$ cat src/rtl/rush3d_framebuffer_writer_if.sv
// Avalon-MM write-only bus between the framebuffer writer and memory.
//   avm_address     byte address of the pixel being written
//   avm_writedata   RGB565 pixel
//   avm_write       write request
//   avm_waitrequest slave stall; address/data held while write && waitrequest
interface rush3d_framebuffer_writer_if;
  logic [31:0] avm_address;
  logic [15:0] avm_writedata;
  logic        avm_write;
  logic        avm_waitrequest;

  modport master (output avm_address, avm_writedata, avm_write, input avm_waitrequest);
  modport slave  (input avm_address, avm_writedata, avm_write, output avm_waitrequest);
endinterface

$ cat src/rtl/rush3d_framebuffer_writer.sv
// rush3d_framebuffer_writer
// Drains rasterised pixels from a show-ahead pixel FIFO into the back buffer,
// and clears the back buffer to a background colour on a controller fill request.
// One RGB565 pixel per Avalon-MM write.
// Ports:
//   clock, reset_n            clock, synchronous active-low reset
//   fill_background_flag      fill request (level, held until state 3 seen)
//   current_buffer_flag       front buffer select; back = ~flag (0->FB1, 1->FB0)
//   background_colour         fill colour
//   pixel_fifo_q/empty/rdreq  show-ahead FIFO {x[35:26], y[25:16], colour[15:0]}
//   avm                       Avalon-MM write master (rush3d_framebuffer_writer_if)
//   framebuffer_write_state   0 WAIT, 1 WRITE, 2 PURGE, 3 BACKGROUND
// Optional: define RUSH3D_FB_STATS_EN to add pixel_count / drop_count outputs.
module rush3d_framebuffer_writer #(
  parameter int          FB_WIDTH  = 640,
  parameter int          FB_HEIGHT = 480,
  parameter logic [31:0] FB0_BASE  = 32'h0000_0000,
  parameter logic [31:0] FB1_BASE  = 32'h0009_6000
) (
  input  logic                         clock,
  input  logic                         reset_n,
  input  logic                         fill_background_flag,
  input  logic                         current_buffer_flag,
  input  logic [15:0]                  background_colour,
  input  logic [35:0]                  pixel_fifo_q,
  input  logic                         pixel_fifo_empty,
  output logic                         pixel_fifo_rdreq,
  rush3d_framebuffer_writer_if.master  avm,
  output logic [3:0]                   framebuffer_write_state
`ifdef RUSH3D_FB_STATS_EN
  ,
  output logic [31:0]                  pixel_count,
  output logic [15:0]                  drop_count
`endif
);

  typedef enum logic [1:0] {
    S_WAIT       = 2'd0,
    S_WRITE      = 2'd1,
    S_PURGE      = 2'd2,
    S_BACKGROUND = 2'd3
  } state_t;

  localparam logic [19:0] FILL_LAST = 20'(FB_WIDTH * FB_HEIGHT - 1);

  state_t      state;
  logic [19:0] fill_cnt;

  logic [9:0]  px, py;
  logic [31:0] back_base, pix_offset;
  logic        clip, accept, pop;

  assign px         = pixel_fifo_q[35:26];
  assign py         = pixel_fifo_q[25:16];
  assign back_base  = current_buffer_flag ? FB0_BASE : FB1_BASE;
  assign clip       = ({22'd0, px} >= 32'(FB_WIDTH)) || ({22'd0, py} >= 32'(FB_HEIGHT));
  assign pix_offset = ({22'd0, py} * 32'(FB_WIDTH) + {22'd0, px}) << 1;
  assign accept     = avm.avm_write && !avm.avm_waitrequest;

  // The pop is decoded from registered state so the show-ahead word is
  // latched on the same edge it is popped: pop at N, avm_write at N+1.
  // Gated by reset_n so no pixel is lost while reset is held.
  assign pop              = reset_n && (state == S_WAIT) && !fill_background_flag && !pixel_fifo_empty;
  assign pixel_fifo_rdreq = pop;

  assign framebuffer_write_state = {2'b00, state};

  always_ff @(posedge clock) begin
    if (!reset_n) begin
      state             <= S_WAIT;
      fill_cnt          <= '0;
      avm.avm_write     <= 1'b0;
      avm.avm_address   <= '0;
      avm.avm_writedata <= '0;
`ifdef RUSH3D_FB_STATS_EN
      pixel_count       <= '0;
      drop_count        <= '0;
`endif
    end else begin
      case (state)
        S_WAIT: begin
          if (fill_background_flag) begin
            avm.avm_writedata <= background_colour;
            avm.avm_address   <= back_base;
            avm.avm_write     <= 1'b1;
            fill_cnt          <= '0;
            state             <= S_PURGE;
`ifdef RUSH3D_FB_STATS_EN
            pixel_count       <= '0;
            drop_count        <= '0;
`endif
          end else if (!pixel_fifo_empty) begin
            if (clip) begin
`ifdef RUSH3D_FB_STATS_EN
              if (drop_count != 16'hFFFF) drop_count <= drop_count + 16'd1;
`endif
            end else begin
              avm.avm_address   <= back_base + pix_offset;
              avm.avm_writedata <= pixel_fifo_q[15:0];
              avm.avm_write     <= 1'b1;
              state             <= S_WRITE;
            end
          end
        end
        S_WRITE: begin
          if (accept) begin
            avm.avm_write <= 1'b0;
            state         <= S_WAIT;
`ifdef RUSH3D_FB_STATS_EN
            pixel_count   <= pixel_count + 32'd1;
`endif
          end
        end
        S_PURGE: begin
          // The address walks alongside the counter, so it always equals
          // base + fill_cnt*2 without a multiplier.
          if (accept) begin
            if (fill_cnt == FILL_LAST) begin
              avm.avm_write <= 1'b0;
              state         <= S_BACKGROUND;
            end else begin
              fill_cnt        <= fill_cnt + 20'd1;
              avm.avm_address <= avm.avm_address + 32'd2;
            end
          end
        end
        S_BACKGROUND: begin
          if (!fill_background_flag) state <= S_WAIT;
        end
        default: state <= S_WAIT;
      endcase
    end
  end

endmodule

$ cat src/flat_wrapper.sv
// flat-port wrapper written by rule: the top's interface ports become plain ports
module rush3d_framebuffer_writer_flat 
#(
  parameter int          FB_WIDTH  = 640,
  parameter int          FB_HEIGHT = 480,
  parameter logic [31:0] FB0_BASE  = 32'h0000_0000,
  parameter logic [31:0] FB1_BASE  = 32'h0009_6000
)
  (clock, reset_n, fill_background_flag, current_buffer_flag, background_colour, pixel_fifo_q, pixel_fifo_empty, pixel_fifo_rdreq, framebuffer_write_state, avm_avm_address, avm_avm_writedata, avm_avm_write, avm_avm_waitrequest);
  rush3d_framebuffer_writer_if avm_i ();
  input  logic clock;
  input  logic reset_n;
  input  logic fill_background_flag;
  input  logic current_buffer_flag;
  input  logic [15:0] background_colour;
  input  logic [35:0] pixel_fifo_q;
  input  logic pixel_fifo_empty;
  output logic pixel_fifo_rdreq;
  output logic [3:0] framebuffer_write_state;
  output wire logic [$bits(avm_i.avm_address)-1:0] avm_avm_address;
  output wire logic [$bits(avm_i.avm_writedata)-1:0] avm_avm_writedata;
  output wire logic [$bits(avm_i.avm_write)-1:0] avm_avm_write;
  input wire logic [$bits(avm_i.avm_waitrequest)-1:0] avm_avm_waitrequest;
  assign avm_avm_address = avm_i.avm_address;
  assign avm_avm_writedata = avm_i.avm_writedata;
  assign avm_avm_write = avm_i.avm_write;
  assign avm_i.avm_waitrequest = avm_avm_waitrequest;
  rush3d_framebuffer_writer #(.FB_WIDTH(FB_WIDTH), .FB_HEIGHT(FB_HEIGHT), .FB0_BASE(FB0_BASE), .FB1_BASE(FB1_BASE)) u_core (.clock(clock), .reset_n(reset_n), .fill_background_flag(fill_background_flag), .current_buffer_flag(current_buffer_flag), .background_colour(background_colour), .pixel_fifo_q(pixel_fifo_q), .pixel_fifo_empty(pixel_fifo_empty), .pixel_fifo_rdreq(pixel_fifo_rdreq), .avm(avm_i), .framebuffer_write_state(framebuffer_write_state));
endmodule
$ cat config.mk
export PLATFORM = sky130hd
export DESIGN_NAME = rush3d_framebuffer_writer_flat
export DESIGN_NICKNAME = d
export VERILOG_FILES = /design/src/rtl/rush3d_framebuffer_writer_if.sv /design/src/rtl/rush3d_framebuffer_writer.sv /design/src/flat_wrapper.sv
export SDC_FILE = /design/constraint.sdc
export NUM_CORES = 1
export LEC_CHECK = 0
export ABC_AREA = 1
export CAP_MARGIN = 20
export CELL_PAD_IN_SITES_DETAIL_PLACEMENT = 0
export CELL_PAD_IN_SITES_GLOBAL_PLACEMENT = 1
export CORE_MARGIN = 5
export CORE_UTILIZATION = 30
export DETAILED_ROUTE_END_ITERATION = 12
export MAX_ROUTING_LAYER = met4
export PLACE_DENSITY = 0.71
export SLEW_MARGIN = 5
export SYNTH_ARGS = -nofsm -noshare
export SYNTH_HDL_FRONTEND = slang
export SYNTH_SLANG_ARGS = --single-unit
$ cat constraint.sdc
create_clock -name clock -period 3.3 [get_ports clock]
set_input_delay 0.66 -clock clock [delete_from_list [all_inputs] [get_ports clock]]
set_output_delay 0.66 -clock clock [all_outputs]
set_load 0.03 [all_outputs]
==> results.py <==
metrics = {
    "global_route": {
        "grt_start_max_net_pins": 34,
        "grt_pass1_vias": 5270,
        "grtUsageTotal_pct": 16.2,
        "globalRouteOverflowTotal": 0,
        "antenna_found_initial": 0,
        "grt_pass1_wl_um": 25400,
    },
    "critical_path": {
        "crit_chain": "buf_4 > ha_4 > ha_4 > inv_2 > fa_2 > nand3b_1 > nor2_2 > buf_4 > nand2_2 > nand2_4 > buf_4 > fa_2 > nor2_2 > nand2_1 > a21oi_2 > nand2_1 > nand2_1 > nand3_1 > a21oi_1",
        "worst_ep_arrival_time_ns": 3.42,
        "required_ns": 3.58,
        "cp_slowest_cell": "fa_2",
        "worstSetupPathType": "in2reg",
        "cp_max_fo": 3,
        "critical-path-max-stage-delay_ns": 0.58,
        "critPathLaunchType": "primary input",
        "worstSetupEndpointType": "register",
    },
    "die": {
        "io_pins": 112,
        "coreArea_um2": 16500,
        "rows": 47,
        "start_util_pct": 30.5,
        "die_width_um": 140,
        "fp.dieH_um": 140,
        "dieArea_um2": 19500,
    },
    "place": {
        "placed_area_um2": 6720,
        "globalplace.congestion": 0.779,
        "portBuffers": 108,
        "dp_hpwl_um": 12000,
    },
    "clocking": {
        "cts-root-buf": "clkbuf_16",
        "cts_sinks": 70,
        "clk_latency_ns": 0.34,
        "htree_levels": 3,
        "cts-buffers-inserted": 9,
        "cts.clk_slew.worst_paths_ns": 0.06,
        "clk_path_buf_depth": 2,
        "cts_tree": "done",
    },
    "finish": {
        "fin_area_um2": 7200,
        "layout-drive-gt1-share_pct": 14.5,
        "antenna_cells": 0,
        "regArea_um2": 1400,
        "fillCellCount": 1793,
        "syn2layout_area_growth_pct": 42.9,
        "multi_input_area_um2": 3360,
        "fin_nets": 1016,
        "fin_util_pct": 43.6,
    },
    "logic_synthesis": {
        "syn_area_per_cell_um2": 6.53,
        "yosys_warnings": 0,
        "ys_ff_latch": 70,
        "synthTopCellsByArea": "dfxtp_1 28%, nand2_1 12%, ha_1 7.4%",
        "ys_seq_area_share_pct": 27.8,
        "netlist_area_um2": 5040,
        "yosys.area.top_type": "dfxtp_1",
        "netlist.area_leader.share_pct": 27.8,
        "ys_types": 47,
        "syn-instance-count": 772,
    },
    "drt": {
        "met2WireLength_um": 7230,
        "drc": 0,
        "route.vias.total": 5491,
        "met3_length_um": 924,
        "met1_length_um": 7410,
        "dr.pass1.iters": 4,
        "ant_nets": 0,
        "wl_per_cell_um": 13.6,
        "avgViaCountPerCell": 4.77,
        "routed_wl_um": 15600,
        "drtIter0Drc": 289,
        "top_layer": "met4",
    },
    "timing": {
        "max_freq_ghz": 0.318,
        "slew_headroom_pct": 56.3,
        "setup_viol": 0,
        "fin_crit_sh_pct": 95.2,
        "rsz0062_at_grt": "yes",
        "hold_viol": 0,
        "drv_slew": 0,
        "tightest_slew_ns": 0.650,
        "period_needed_ns": 3.14,
        "finClkSkew_ns": 0.0114,
    },
    "job": {
        "maxCapViolCount": 0,
    },
    "power_and_ir_drop": {
        "power_density_nw_per_um2": 654,
        "p_leak_nw": 2.95,
        "power_mw": 4.71,
        "worst_ir_drop_vdd_uv": 335,
    },
    "worst_hold_path": {
        "min_path_type": "reg2reg",
    },
    "outcome": {
        "run_status": "finished, final reports clean",
    },
}
==> registers in the layout, summed over array words and instances (netlist names) <==
register and count:
u_core.avm.avm_address 31, u_core.avm.avm_write 1, u_core.avm.avm_writedata 16, u_core.fill_cnt 20
u_core.state 2
==> metal layers <==
layer	up-vias	GRT usage (%)
li1	2912	-
met1	2467	20.6
met2	108	26.0
met3	4	4.49
met4	0	3.21
met5	-	-
==> Yosys cell counts (all sizes together) <==
| master | count |
|---|---|
| nand2 | 165 |
| and2 | 1 |
| nand3 | 57 |
| inv | 96 |
| nor4 | 5 |
| a311oi | 1 |
| a221oi | 6 |
| a31oi | 21 |
| a211oi | 10 |
| xor2 | 11 |
| a21oi | 58 |
| a32oi | 2 |
| dfxtp | 70 |
| fa | 3 |
| or3 | 1 |
| or2 | 4 |
| clkinv | 2 |
| conb | 1 |
| nand4 | 16 |
| a22oi | 3 |
| o22ai | 1 |
| o21ai | 66 |
| nor2 | 77 |
| buf | 9 |
| a41oi | 1 |
| xnor2 | 1 |
| and3 | 1 |
| nor3b | 1 |
| o21bai | 1 |
| clkbuf | 18 |
| o2111ai | 1 |
| nand3b | 4 |
| nor3 | 28 |
| ha | 30 |
==> path summary, 6_finish.rpt <==
check	slack, ns	endpoint	cells past startpoint	start
worst max-delay path	0.16	u_core.avm.avm_address[19]	19	pixel_fifo_q[17]
worst max register to register	0.80	u_core.fill_cnt[15]	13	u_core.state[0]
worst min register to register	0.45	u_core.avm.avm_address[31]	1	u_core.avm.avm_address[31]
worst min-delay path	0.45	u_core.avm.avm_address[31]	1	u_core.avm.avm_address[31]
==> timing repair <==
item	in CTS	in global routing
hold buffers	0	0
gates resized for setup	15	40
buffers inserted	2	2
pin swaps	13	13
endpoints found under the setup margin	8	8
==> layout by cell type, fill, tap and decap left out, types with 4 or more instances in the layout <==
| cell | count |
|---|---|
| a211oi_1 | 9 |
| a21oi_1 | 55 |
| a221oi_1 | 6 |
| a31oi_1 | 21 |
| buf_4 | 61 |
| clkbuf_16 | 9 |
| clkdlybuf4s50_1 | 97 |
| dfxtp_1 | 70 |
| dlymetal6s2s_1 | 5 |
| ha_1 | 16 |
| ha_4 | 11 |
| inv_1 | 90 |
| inv_2 | 6 |
| nand2_1 | 156 |
| nand2_2 | 8 |
| nand3_1 | 53 |
| nand4_1 | 16 |
| nor2_1 | 71 |
| nor2_2 | 4 |
| nor3_1 | 23 |
| nor4_1 | 5 |
| o21ai_0 | 64 |
| xor2_1 | 11 |
==> cell type report <==
class / instances / area share (%)
Multi-Input combinational cell: 579 / 46.7
Timing Repair Buffer: 167 / 21.1
Sequential cell: 70 / 19.5
Inverter: 98 / 5.11
Tap cell: 220 / 3.82
Clock buffer: 11 / 3.37
Clock inverter: 5 / 0.486
==> cell families after synthesis <==
family	share of synthesized area (%)
simple gates	32.4
compound gates	19.0
buf+inv	9.91
flops	27.8
fa+ha+maj	8.64
xor+xnor	2.09
other cells	0.0744
==> per-stage QoR <==
stage	setup TNS [ns]	instances	hold WS, ns	setup WS, ns
4_1_cts	0	1148	0.459	0.00931
5_1_grt	-0.0679	1150	0.493	-0.0255
3_5_place_dp	-4.45	1130	0.449	-0.642
6_report	0	1150	0.453	0.160
2_1_floorplan	0	774	0.455	0.0109
3_3_place_gp	-4.26	1130	0.441	-0.627
==> report_power, final <==
part           internal, mW  switching [mW]
combinational         0.996            1.52
sequential             1.04           0.223
clock                 0.530           0.394
==> worst max-delay path, delay by kind of cell <==
kind / cells / cell delay (ns)
adders and majority gates: 4 / 1.34
and+or+nand+nor: 9 / 0.68
buffers and inverters: 4 / 0.43
AOI/OAI and AO/OA: 2 / 0.32
Note: power is estimated with default switching activity, not from simulation.
